## src/rtl/vent_pkg.sv

```systemverilog
// Shared ventilation types: per-zone FSM state encoding and its width.
package vent_pkg;

    localparam int STATE_W = 2;

    typedef enum logic [STATE_W-1:0] {
        ZS_IDLE   = 2'd0,
        ZS_ARMING = 2'd1,
        ZS_ON     = 2'd2,
        ZS_HOLD   = 2'd3
    } zone_state_e;

endpackage

```

## src/rtl/vent_zone_fsm.sv

```systemverilog
// One ventilation zone: sensor synchroniser, on-debounce / off-hold FSM,
// counter and registered fan enable. fan_nxt exposes the value fan_on takes
// at the next edge so the top can register its summary in the same cycle.
import vent_pkg::*;

module vent_zone_fsm #(
    parameter int CNT_W       = 4,
    parameter int ON_THRESH   = 3,
    parameter int OFF_HOLD    = 8,
    parameter int SYNC_STAGES = 2
) (
    input  logic               clk,
    input  logic               rst,
    input  logic               sensor,
    output logic [STATE_W-1:0] state,
    output logic [CNT_W-1:0]   cnt,
    output logic               fan_on,
    output logic               fan_nxt
);

    logic [SYNC_STAGES-1:0] sync_q, sync_d;
    zone_state_e            state_q, state_d;
    logic [CNT_W-1:0]       cnt_q, cnt_d;
    logic                   fan_q, fan_d;
    logic                   s;

    // Synchroniser shift: new raw sample enters stage 0.
    always_comb begin
        sync_d = {sync_q[SYNC_STAGES-2:0], sensor};
    end

    assign s = sync_q[SYNC_STAGES-1];

    // Next-state logic; counters are bounded by the thresholds and never wrap.
    always_comb begin
        state_d = state_q;
        cnt_d   = cnt_q;
        unique case (state_q)
            ZS_IDLE: begin
                cnt_d = '0;
                if (s) begin
                    state_d = ZS_ARMING;
                    cnt_d   = CNT_W'(1);
                end
            end
            ZS_ARMING: begin
                if (!s) begin
                    state_d = ZS_IDLE;
                    cnt_d   = '0;
                end else if (cnt_q + CNT_W'(1) == CNT_W'(ON_THRESH)) begin
                    state_d = ZS_ON;
                    cnt_d   = '0;
                end else begin
                    cnt_d   = cnt_q + CNT_W'(1);
                end
            end
            ZS_ON: begin
                cnt_d = '0;
                if (!s) begin
                    state_d = ZS_HOLD;
                    cnt_d   = CNT_W'(1);
                end
            end
            ZS_HOLD: begin
                if (s) begin
                    state_d = ZS_ON;
                    cnt_d   = '0;
                end else if (cnt_q + CNT_W'(1) == CNT_W'(OFF_HOLD)) begin
                    state_d = ZS_IDLE;
                    cnt_d   = '0;
                end else begin
                    cnt_d   = cnt_q + CNT_W'(1);
                end
            end
            default: begin
                state_d = ZS_IDLE;
                cnt_d   = '0;
            end
        endcase
        fan_d = (state_d == ZS_ON) || (state_d == ZS_HOLD);
    end

    // State, counter, fan and synchroniser registers.
    always_ff @(posedge clk or posedge rst) begin
        if (rst) begin
            sync_q  <= '0;
            state_q <= ZS_IDLE;
            cnt_q   <= '0;
            fan_q   <= 1'b0;
        end else begin
            sync_q  <= sync_d;
            state_q <= state_d;
            cnt_q   <= cnt_d;
            fan_q   <= fan_d;
        end
    end

    assign state   = state_q;
    assign cnt     = cnt_q;
    assign fan_on  = fan_q;
    assign fan_nxt = fan_d;

endmodule

```

## src/rtl/vent_zone_ctrl.sv

```systemverilog
// Multi-zone ventilation controller: NUM_ZONES independent zone FSMs plus a
// registered count of running fans and an any-fan-on flag.
// Optional manual override per zone enabled by defining VENT_FORCE_EN.
import vent_pkg::*;

module vent_zone_ctrl #(
    parameter int NUM_ZONES   = 4,
    parameter int CNT_W       = 4,
    parameter int ON_THRESH   = 3,
    parameter int OFF_HOLD    = 8,
    parameter int SYNC_STAGES = 2,
    localparam int AC_W       = $clog2(NUM_ZONES + 1)
) (
    input  logic                         clk,
    input  logic                         rst,
    input  logic [NUM_ZONES-1:0]         sensor,
`ifdef VENT_FORCE_EN
    input  logic [NUM_ZONES-1:0]         force_on,
`endif
    output logic [NUM_ZONES-1:0]         fan_on,
    output logic [STATE_W*NUM_ZONES-1:0] zone_state,
    output logic [CNT_W*NUM_ZONES-1:0]   zone_cnt,
    output logic [AC_W-1:0]              active_count,
    output logic                         any_on
);

    logic [NUM_ZONES-1:0] fsm_fan;
    logic [NUM_ZONES-1:0] fsm_fan_nxt;
    logic [NUM_ZONES-1:0] fan_nxt;
    logic [AC_W-1:0]      active_count_q, active_count_d;
    logic                 any_on_q, any_on_d;

    for (genvar z = 0; z < NUM_ZONES; z++) begin : g_zone
        vent_zone_fsm #(
            .CNT_W       (CNT_W),
            .ON_THRESH   (ON_THRESH),
            .OFF_HOLD    (OFF_HOLD),
            .SYNC_STAGES (SYNC_STAGES)
        ) u_zone (
            .clk     (clk),
            .rst     (rst),
            .sensor  (sensor[z]),
            .state   (zone_state[STATE_W*z +: STATE_W]),
            .cnt     (zone_cnt[CNT_W*z +: CNT_W]),
            .fan_on  (fsm_fan[z]),
            .fan_nxt (fsm_fan_nxt[z])
        );
    end

`ifdef VENT_FORCE_EN
    logic [SYNC_STAGES-1:0][NUM_ZONES-1:0] force_sync_q, force_sync_d;

    // Override synchroniser; stage 0 takes the raw request.
    always_comb begin
        force_sync_d = {force_sync_q[SYNC_STAGES-2:0], force_on};
    end

    // Override synchroniser registers.
    always_ff @(posedge clk or posedge rst) begin
        if (rst) force_sync_q <= '0;
        else     force_sync_q <= force_sync_d;
    end

    // Next-edge fan value includes the override stage about to become visible.
    assign fan_nxt = fsm_fan_nxt | force_sync_q[SYNC_STAGES-2];
    assign fan_on  = fsm_fan     | force_sync_q[SYNC_STAGES-1];
`else
    assign fan_nxt = fsm_fan_nxt;
    assign fan_on  = fsm_fan;
`endif

    // Summary from next-state fan values so it lines up with fan_on.
    always_comb begin
        active_count_d = '0;
        for (int z = 0; z < NUM_ZONES; z++) begin
            active_count_d = active_count_d + AC_W'(fan_nxt[z]);
        end
        any_on_d = |fan_nxt;
    end

    // Summary registers.
    always_ff @(posedge clk or posedge rst) begin
        if (rst) begin
            active_count_q <= '0;
            any_on_q       <= 1'b0;
        end else begin
            active_count_q <= active_count_d;
            any_on_q       <= any_on_d;
        end
    end

    assign active_count = active_count_q;
    assign any_on       = any_on_q;

endmodule

```

## config.mk

```make
export PLATFORM = sky130hd
export DESIGN_NAME = vent_zone_ctrl
export DESIGN_NICKNAME = d
export VERILOG_FILES = /design/src/rtl/vent_pkg.sv /design/src/rtl/vent_zone_fsm.sv /design/src/rtl/vent_zone_ctrl.sv
export SDC_FILE = /design/constraint.sdc
export NUM_CORES = 1
export LEC_CHECK = 0
export CORE_MARGIN = 2
export CORE_UTILIZATION = 52
export CTS_CLUSTER_SIZE = 8
export DETAILED_ROUTE_END_ITERATION = 8
export PLACE_DENSITY_LB_ADDON = 0.1
export REMOVE_ABC_BUFFERS = 1
export SETUP_SLACK_MARGIN = 0.1
export SYNTH_ARGS = -nofsm -noshare
export SYNTH_HDL_FRONTEND = slang
export SYNTH_SLANG_ARGS = --single-unit
```

## constraint.sdc

```tcl
create_clock -name clk -period 3.3 [get_ports clk]
set_input_delay 0.33 -clock clk [delete_from_list [all_inputs] [get_ports clk]]
set_output_delay 0.33 -clock clk [all_outputs]
set_load 0.05 [all_outputs]
```

==> summary.txt <==
Outcome
  – Status: finished clean

Global routing
  – Met3 GRT Util: 5.24%
  – Grt met2 use: 34.8%
  – Initial antenna violation count: 0
  – Largest net degree at the start of global routing: 41
  – Global Route met1 Usage: 25.0%
  – First-pass GRT wire length: 6.83 mm
  – Gr busiest metal: met2
  – GRT Overall Usage: 20.3%
  – Vias in the first global route: 1553
  – GRT overflow: 0

Worst setup path
  – CP max FO: 8
  – Critical-path cell list: ha_1 > and2_1 > nand3_1 > a211oi_1 > o22a_1 > fa_1 > ha_1 > ha_1
  – R2R setup slack: 480 ps
  – Critical R2R Capture: active_count[1]$_DFF_PP0_
  – Worst EP arrival: 2990 ps
  – Crit. End Element: flop
  – Kind of critical path: flop to flop
  – R2R Path Start: g_zone[3].u_zone.cnt[0]$_DFF_PP0_
  – Crit path to: active_count[1]$_DFF_PP0_
  – Reg2Reg Depth: 8
  – Worst Path Required: 3460 ps
  – Max stage delay on crit path: 490 ps
  – Slowest cell on crit path: a211oi_1
  – Most used cell, CP: ha_1
  – Worst Setup Start Kind: flop
  – Critical Path Source: g_zone[3].u_zone.cnt[0]$_DFF_PP0_

Die
  – CORE AREA: 3740 µm²
  – # rows: 22
  – Top Ports: 38
  – Die area: 4490 µm²
  – Die height: 67.0 µm
  – Chip width: 67.0 µm
  – Initial Util: 55.2%

Layout
  – Fraction of layout cells with a size suffix above 1: 5.15%
  – Antenna cells: 0
  – Fillcell total: 293
  – Storage element area: 1000 µm²
  – Commonest non-fill, non-tap cell in the layout: dfrtp_1
  – Commonest non-fill, non-tap cells in the layout: dfrtp_1 (40), clkdlybuf4s50_1 (37), nand2_1 (17)
  – Multi-input gate area: 982 µm²
  – Nets@finish: 254
  – P&R area growth vs syn: 24.6%

STA
  – Slew Viols, Final: 0
  – Fin crit share: 85.5%
  – Peak Freq: 0.354 GHz
  – Clock Skew: 2.94 ps
  – Setup TNS: 0 ps
  – RSZ-0062 raised after global routing: false
  – Worst relative slew slack: 65.7%
  – Period minus WS final: 2820 ps
  – Slew @ Worst Pin: 513 ps
  – Final Hold Vio Count: 0
  – # setup viols final: 0
  – PnR worst setup slack: 477 ps

Placed design
  – Port bufs: 37
  – RePlAce Congestion: 0.772
  – Setup WS pre-CTS: 466 ps
  – Detailed Place HPWL: 2.97 mm

CTS
  – CTS Buf Count: 5
  – Clk slew on worst S/H paths: 70 ps
  – Clock Sinks: 40
  – Hold Buf Count CTS: 0
  – Clock buffer depth: 2
  – H-tree Lvls: 2
  – Clk_lat worst skew: 280 ps
  – Clock Root Buffer: clkbuf_8
  – CTS tree: done
  – Post-CTS Resized: 0
  – Post-CTS setup buffer count: 0

Yosys
  – Syn_area_per_cell: 10.7 µm²
  – Post-synth EDFFs: 0
  – Yosys top cell by area: dfrtp_1
  – Synth top area share: 48.5%
  – Total number of yosys warnings: 0
  – Register area share after synthesis: 48.5%
  – Register bit count reported by yosys: 40
  – Cells after Synth: 193
  – Ys async rst share: 100%
  – Ys flop type: dfrtp_1
  – Yosys cell types: 47
  – Post-Syn Area: 2070 µm²
  – Main area contributors after synthesis: dfrtp_1 (48%), ha_1 (9.1%), nand2_1 (3.1%), xor2_1 (2.5%), a21oi_1 (2.4%)

Routing
  – DRC viols: 0
  – ANT nets after route: 0
  – First-pass detailed-route iteration total: 4
  – DR vias/cell: 5.49
  – Avg WL per Cell: 14.3 µm
  – Final wirelength: 4.03 mm
  – Via count: 1543
  – Iter 0 DRT Violations: 137

Run
  – Max Cap Viol: 0

Power and ir drop
  – Leakage power: 1.16 nW
  – Pwr/cell area: 446 nW/µm²
  – Max VDD drop: 0.306 mV

Min path
  – HP Class: flop to flop
## how the worst min path moves through the flow
stage                     slack (ps)                              endpoint  cells after the start                                  from
after floorplan                  330  g_zone[0].u_zone.sync_q[1]$_DFF_PP0_                      0  g_zone[0].u_zone.sync_q[0]$_DFF_PP0_
after global routing             370  g_zone[3].u_zone.sync_q[1]$_DFF_PP0_                      0  g_zone[3].u_zone.sync_q[0]$_DFF_PP0_
after detailed placement         340  g_zone[0].u_zone.sync_q[1]$_DFF_PP0_                      0  g_zone[0].u_zone.sync_q[0]$_DFF_PP0_
after CTS                        360  g_zone[0].u_zone.sync_q[1]$_DFF_PP0_                      0  g_zone[0].u_zone.sync_q[0]$_DFF_PP0_
final                            350  g_zone[0].u_zone.sync_q[1]$_DFF_PP0_                      0  g_zone[0].u_zone.sync_q[0]$_DFF_PP0_
after global placement           330  g_zone[2].u_zone.sync_q[1]$_DFF_PP0_                      0  g_zone[2].u_zone.sync_q[0]$_DFF_PP0_
## power by group
part	switching (W)	total, W	leakage [nW]	internal [W]
Sequential	0.0000386	0.000554	0.501	0.000516
Clock	0.000160	0.000384	0.0552	0.000224
Combinational	0.000135	0.000210	0.601	0.0000750
## cells by family (layout without fill, tap and decap cells)
kind of cell               count (synthesis)  count (layout)  share of synthesized area [%]
and+or+nand+nor                           58              58                           14.5
AOI/OAI and AO/OA                         50              50                           18.2
DFF                                       40              40                           48.5
buffers and inverters                     18              58                           4.00
adders and majority gates                 16              16                           10.1
xor gates and xnor gates                   8               8                           3.39
muxes                                      3               3                           1.45
## sequential cells by signal, indices dropped and copies added, names as in the netlist
| name | count |
|---|---|
| active_count | 3 |
| any_on | 1 |
| g_zone.u_zone.cnt | 16 |
| g_zone.u_zone.fan_on | 4 |
| g_zone.u_zone.state | 8 |
| g_zone.u_zone.sync_q | 8 |
## layer usage
metal  wire length, µm  share of wire [%]
met5                 0                  0
met3               171                4.2
met4                23               0.57
met2              2080                 52
met1              1750                 43
## critical path: cells and delay by family, from the launching register on
| family | cells | cell delay [ps] |
|---|---|---|
| AND/OR/NAND/NOR | 2 | 360 |
| adder cells (fa/ha/maj) | 4 | 1100 |
| flip-flops | 1 | 480 |
| AO/OA/AOI/OAI | 2 | 760 |
## area by class of cell
type / instances / area share [%]
sequential: 40 / 38.9
multi-input combinational: 135 / 38.2
timing repair buffer: 38 / 14.7
clock buffer: 6 / 2.82
tap: 48 / 2.33
inverter: 12 / 1.75
clock inverter: 2 / 1.36
## cells in the mapped netlist (2+ instances only)
cell type  number
a21o_1          3
xnor2_1         2
a21oi_1        10
nand2b_1        5
clkbuf_1        2
nand2_1        17
o21ai_1         5
buf_4           4
a211o_1         2
a41o_1          2
and2_1          4
nand3_1         8
xor2_1          6
dfrtp_1        40
o22a_1          2
mux2i_1         3
nand3b_1        3
a211oi_1        5
ha_1           15
a31oi_1         2
a21boi_1        3
nor3_1          5
and3_1          3
nor2_1          8
inv_1          11
a21bo_1         2
## metrics by stage
step	power [W]	hold WS (ps)	cell area, µm²	instances	util, %
after floorplan	0.000699	331	2030	187	-
after global placement	0.000770	334	2470	273	65.9
after detailed placement	0.000776	339	2470	273	65.9
after CTS	0.00116	357	2570	281	68.8
after global routing	0.00121	367	2570	281	68.8
final	0.00115	354	2570	281	68.8
(Power assumes the default switching activity.)
